===== src/rtl/rv_hazard_pkg.sv =====
// Shared types and helpers for the forwarding/hazard scoreboard.
// Stage entries carry a fixed-width rd field so one struct serves any RW <= RW_MAX.
package rv_hazard_pkg;

    localparam int RW_MAX = 8;

    typedef struct packed {
        logic              valid;
        logic [RW_MAX-1:0] rd;
        logic              wb_en;
        logic              is_load;
    } stage_entry_t;

    localparam int           FWD_RF = 0;
    localparam stage_entry_t BUBBLE = '0;

    function automatic int sel_width(input int depth);
        return (depth < 1) ? 1 : $clog2(depth + 1);
    endfunction

endpackage


===== src/rtl/fwd_port_match.sv =====
// Per-read-port forward selection: picks the youngest tracked stage writing rs
// and flags it when that stage holds a load whose data is not yet available.
module fwd_port_match
    import rv_hazard_pkg::*;
#(
    parameter int DEPTH      = 2,
    parameter int RW         = 5,
    parameter int LOAD_READY = 2,
    parameter int SELW       = sel_width(DEPTH)
) (
    input  stage_entry_t      stages_i [DEPTH],
    input  logic [RW-1:0]     rs_i,
    input  logic              used_i,
    output logic [SELW-1:0]   sel_o,
    output logic              not_ready_o
);

    logic              hit;
    logic              hitLoad;
    int                hitIdx;
    logic [RW_MAX-1:0] rsExt;

    assign rsExt = RW_MAX'(rs_i);

    // Scan oldest to youngest so the youngest matching stage overwrites the result.
    always_comb begin
        hit     = 1'b0;
        hitLoad = 1'b0;
        hitIdx  = 0;
        for (int k = DEPTH - 1; k >= 0; k--) begin
            if (used_i && stages_i[k].valid && stages_i[k].wb_en &&
                (stages_i[k].rd != '0) && (stages_i[k].rd == rsExt)) begin
                hit     = 1'b1;
                hitLoad = stages_i[k].is_load;
                hitIdx  = k + 1;
            end
        end
    end

    assign not_ready_o = hit & hitLoad & (hitIdx < LOAD_READY);
    assign sel_o       = (hit && !not_ready_o) ? SELW'(hitIdx) : SELW'(FWD_RF);

endmodule


===== src/rtl/fwd_hazard_scoreboard.sv =====
// Forwarding and hazard control for the in-order pipeline: tracks post-EX writers,
// selects forward sources per EX read port, and stalls on load-use and MC-unit hazards.
module fwd_hazard_scoreboard
    import rv_hazard_pkg::*;
#(
    parameter int NREAD      = 2,
    parameter int DEPTH      = 2,
    parameter int RW         = 5,
    parameter int LOAD_READY = 2,
    parameter int MC_LAT     = 4,
    parameter int SELW       = sel_width(DEPTH)
) (
    input  logic                   clk,
    input  logic                   rst,
    input  logic                   ex_valid,
    input  logic [NREAD*RW-1:0]    ex_rs,
    input  logic [NREAD-1:0]       ex_rs_used,
    input  logic [RW-1:0]          ex_rd,
    input  logic                   ex_wb_en,
    input  logic                   ex_is_load,
    input  logic                   ex_is_mc,
    input  logic                   pipe_flush,
    output logic                   stall,
    output logic [NREAD*SELW-1:0]  fwd_sel,
    output logic                   mc_wb_valid,
    output logic [RW-1:0]          mc_wb_rd
);

    localparam int CNTW = (MC_LAT > 1) ? $clog2(MC_LAT) : 1;

    stage_entry_t    stage_q [DEPTH];
    stage_entry_t    stageIn_d;
    logic            mcBusy_q;
    logic [CNTW-1:0] mcCnt_q;
    logic [RW-1:0]   mcRd_q;

    logic [NREAD-1:0] notReady;
    logic             loadUse;
    logic             mcRaw;
    logic             mcWaw;
    logic             mcStall;
    logic             mcAccept;

    for (genvar p = 0; p < NREAD; p++) begin : g_port
        fwd_port_match #(
            .DEPTH      (DEPTH),
            .RW         (RW),
            .LOAD_READY (LOAD_READY),
            .SELW       (SELW)
        ) u_match (
            .stages_i    (stage_q),
            .rs_i        (ex_rs[p*RW +: RW]),
            .used_i      (ex_rs_used[p] & ex_valid),
            .sel_o       (fwd_sel[p*SELW +: SELW]),
            .not_ready_o (notReady[p])
        );
    end

    assign loadUse     = |notReady;
    assign mc_wb_valid = mcBusy_q & (mcCnt_q == '0);
    assign mc_wb_rd    = mcRd_q;

    // Hazards against the in-flight MC op stay live through its writeback cycle.
    always_comb begin
        mcRaw = 1'b0;
        for (int p = 0; p < NREAD; p++) begin
            if (ex_rs_used[p] && (ex_rs[p*RW +: RW] == mcRd_q) && (mcRd_q != '0)) begin
                mcRaw = 1'b1;
            end
        end
    end

    assign mcWaw    = ex_wb_en & (ex_rd == mcRd_q);
    assign mcStall  = mcBusy_q & ex_valid & (ex_is_mc | mcRaw | mcWaw);
    assign stall    = ex_valid & ~pipe_flush & (loadUse | mcStall);
    assign mcAccept = ex_valid & ex_is_mc & ~stall & ~pipe_flush;

    // MC ops write back through their own port, so they never occupy a tracked stage.
    always_comb begin
        stageIn_d = BUBBLE;
        if (!(stall || pipe_flush || !ex_valid || ex_is_mc)) begin
            stageIn_d.valid   = 1'b1;
            stageIn_d.rd      = RW_MAX'(ex_rd);
            stageIn_d.wb_en   = ex_wb_en;
            stageIn_d.is_load = ex_is_load;
        end
    end

    always_ff @(posedge clk or posedge rst) begin
        if (rst) begin
            for (int k = 0; k < DEPTH; k++) begin
                stage_q[k] <= BUBBLE;
            end
        end else begin
            stage_q[0] <= stageIn_d;
            for (int k = 1; k < DEPTH; k++) begin
                stage_q[k] <= stage_q[k-1];
            end
        end
    end

    always_ff @(posedge clk or posedge rst) begin
        if (rst) begin
            mcBusy_q <= 1'b0;
            mcCnt_q  <= '0;
            mcRd_q   <= '0;
        end else if (mcAccept) begin
            mcBusy_q <= 1'b1;
            mcCnt_q  <= CNTW'(MC_LAT - 1);
            mcRd_q   <= ex_rd;
        end else if (mcBusy_q) begin
            if (mcCnt_q == '0) begin
                mcBusy_q <= 1'b0;
            end else begin
                mcCnt_q <= mcCnt_q - 1'b1;
            end
        end
    end

endmodule


===== config.mk =====
export PLATFORM = sky130hd
export DESIGN_NAME = fwd_hazard_scoreboard
export DESIGN_NICKNAME = d
export VERILOG_FILES = /design/src/rtl/rv_hazard_pkg.sv /design/src/rtl/fwd_port_match.sv /design/src/rtl/fwd_hazard_scoreboard.sv
export SDC_FILE = /design/constraint.sdc
export NUM_CORES = 1
export LEC_CHECK = 0
export BUFFER_PORTS_ARGS = -buffer_cell sky130_fd_sc_hd__buf_2
export CORE_MARGIN = 5
export CORE_UTILIZATION = 43
export DETAILED_ROUTE_END_ITERATION = 8
export GPL_TIMING_DRIVEN = 1
export PLACE_DENSITY_LB_ADDON = 0.15
export SLEW_MARGIN = 20
export SYNTH_ARGS = -nofsm -noshare
export SYNTH_HDL_FRONTEND = slang
export SYNTH_SLANG_ARGS = --single-unit

===== constraint.sdc =====
create_clock -name clk -period 2.28 [get_ports clk]
set_input_delay 0.57 -clock clk [delete_from_list [all_inputs] [get_ports clk]]
set_output_delay 0.57 -clock clk [all_outputs]
set_load 0.01 [all_outputs]

==> metrics.csv <==
metric,value,unit
clkLatencyLatePin,0.30,ns
worstPathCellList,or4_1 -> o21bai_1 -> o22ai_4 -> o21a_1 -> buf_2,
boundaryPins,35,
power.leakage,0.9640,nW
layout-area-overhead-vs-synth,30.30,%
drt_drc_violations_left,0,
detailedPlacementHpwl,2981,um
antenna_found_initial,0,
ys_warn_count,0,
mappedNetlistNets,175,
drt_first_iter_violations,105,
cts_root_buffer,sky130_fd_sc_hd__clkbuf_4,
status,"complete, but fails checks",
cts_buffer_depth,2,
antenna_left,0,
wire_length_of_the_first_global_routing_pass,6444,um
holdBufCountCts,0,
highest_cell_delay_on_the_worst_timing_path,0.50,ns
final_setup_violation_count,5,
required,1.71,ns
route.detailed.wl_per_inst,15.42,um
route.final.wire_length,3886,um
ys_ff_latch,23,
antenna_cells_inserted,0,
synth_flop_cell,sky130_fd_sc_hd__dfrtp_1,
clock_sinks,23,
post_synth_main_area_contributors,"sky130_fd_sc_hd__dfrtp_1, sky130_fd_sc_hd__xor2_1, sky130_fd_sc_hd__xnor2_1",
async_reset_ff_share,100.0,%
power_per_cell_area,697.8,nW/um^2
synthesis.area_per_instance,10.18,sq um
synth_edf_count,0,
final_max_slew_viol_count,0,
cpMaxStageDelayCell,sky130_fd_sc_hd__dfrtp_2,
final_period_minus_worst_setup_slack,2.497,ns
grt_pass1_vias,1366,
layout_setup_ws,-0.2165,ns
fin_worst_skew,0.01033,ns
routed-via-count,1334,
synth.largest_area_cell,sky130_fd_sc_hd__dfrtp_1,
timing_worst_setup_path_type,flop to output pin,
timing.critical_path.from_type,flop,
final_layout_size_suffix_gt1_share,42.72,%
timing.critical_path.buf_inv,1,
cts.htree.levels,1,
hold_viol,0,
arrival_time_at_the_worst_endpoint,1.93,ns
std_cell_rows,21,
initial_utilization,45.07,%
syn-instance-count,150,
floorplan.core_area,3390,sq um
worst-slew-pin-transition,0.3301,ns
yosys.area.top_type_share,37.67,%
grt_usage,16.11,%
rsz_0062_raised_after_global_routing,true,
grt_start_max_net_pins,24,
cp_max_fo,7,
end_kind,output pin,
max_freq,0.4006,GHz
mappedNetlistArea,1528,sq um
ys_seq_area_share,37.67,%
final.period_utilization,109.5,%
setup_total_negative_slack,-0.5233,ns
design.die.area,4845,sq um
cap_violations,0,
failed_checks,negative setup slack,
synth.top_cells.by_count,"sky130_fd_sc_hd__xor2_1, sky130_fd_sc_hd__dfrtp_1, sky130_fd_sc_hd__xnor2_1",
slew-limit-headroom,77.99,%
yosys.cell_count.top_type,sky130_fd_sc_hd__xor2_1,
global_route.overflow_total,0,
cts_buf_count,3,
first_pass_iters,5,
clkSlewWorstSetupHoldPaths,0.13,ns
die_w,69.61,um
tritoncts,built,
gp_congestion,0.8925,
synth.lib_cells_used.distinct,37,
peakVddDrop,356.2,uV
hold_path_class,primary input to asynchronous set/reset pin,
nNetsFinal,232,
placement.io_buffers,34,
worst_path_dominant_cell_family,compound AO/OA/AOI/OAI gates,
via_per_inst,5.294,
post-route-util,58.73,%
fp.dieH,69.61,um
place_ws,-0.08014,ns
cell usage in the layout (no fill, tap or decap), drive strengths merged:
cell,netlist,layout
xnor2,8,8
xor2,28,28
o2111ai,6,6
nor4,8,8
and3b,2,2
nand2,7,7
nor2,2,2
inv,3,3
clkbuf,3,3
dfrtp,23,23
a21oi,1,1
nand3b,7,7
nand2b,3,3
a32oi,1,1
a211oi,2,2
ha,1,1
o211ai,5,5
o21ai,8,8
o22ai,1,1
clkinv,0,1
o211a,1,1
o21bai,2,2
buf,7,62
or4,2,2
and3,2,2
o21a,1,1
nor3,8,8
nor2b,2,2
and2,2,2
nand3,3,3
a31oi,1,1
tightest hold or removal path: cells and delay by family:
kind | cells | cell delay (ns)
buf+inv | 3 | 0.41
where the power goes:
part	leakage (nW)	switching (W)	internal [W]
registers	0.294	0.000105	0.000494
clock network	0.0177	0.000118	0.0000653
logic	0.652	0.000308	0.000299
total	0.964	0.000531	0.000858
path summary, 6_finish.rpt:
kind                                   from          end  slack [ns]  cells after the start
max in group asynchronous               rst   stage_q[2]        1.76                      3
worst max register to register  stage_q[13]  mc_wb_rd[1]        0.48                      6
min in group clk                stage_q[21]  stage_q[10]        0.40                      0
worst max-delay path            mc_wb_rd[2]        stall       -0.22                      5
worst min register to register  stage_q[21]  stage_q[10]        0.40                      0
worst min-delay path                    rst   mcCnt_q[1]        0.27                      3
flip-flops by register name, indices dropped and copies added, names as in the netlist:
name	cells
stage_q	15
mc_wb_rd	5
mcCnt_q	2
mcBusy_q	1
per-layer routing:
| layer | routed length [um] | GRT usage, % |
|---|---|---|
| met1 | 1720 | 20.73 |
| met2 | 1867 | 26.80 |
| met3 | 235 | 3.913 |
| met4 | 63 | 4.338 |
| met5 | 0 | 0 |
layout make-up:
type / count / area [sq um]
fillers: 293 / 1399
repair buffers: 62 / 391.6
clock buffers: 3 / 22.52
well taps: 46 / 57.56
clock inverters: 1 / 5.005
inverters: 3 / 11.26
flip-flops and latches: 23 / 583.1
multi-input cells: 114 / 919.6
what timing repair did:
action | in CTS | in global routing
setup endpoints to repair | 5 | 5
pin swaps | 9 | 7
gates resized for setup | 11 | 6
setup buffers | 7 | 3
stage by stage:
stage	cell area, sq um	cells	power (W)	hold slack, ns
finish	1991	252	0.001389	0.2714
global route	1991	252	0.001484	0.3061
CTS	1948	249	0.001385	0.2722
detailed placement	1823	238	0.001173	0.3612
global placement	1823	238	0.001158	0.3597
floorplan	1528	150	0.0009730	0.3543
kinds of logic (layout without fill, tap and decap cells):
kind of cell | count (synthesis) | in the layout | share of synthesized area, %
AND/OR/NAND/NOR | 48 | 48 | 21.46
XOR/XNOR | 36 | 36 | 20.64
AO/OA/AOI/OAI | 29 | 29 | 14.25
flip-flops | 23 | 23 | 37.67
buffers and inverters | 13 | 69 | 5.159
adder cells (fa/ha/maj) | 1 | 1 | 0.8189
No activity file was read; power rests on OpenSTA's default activity.
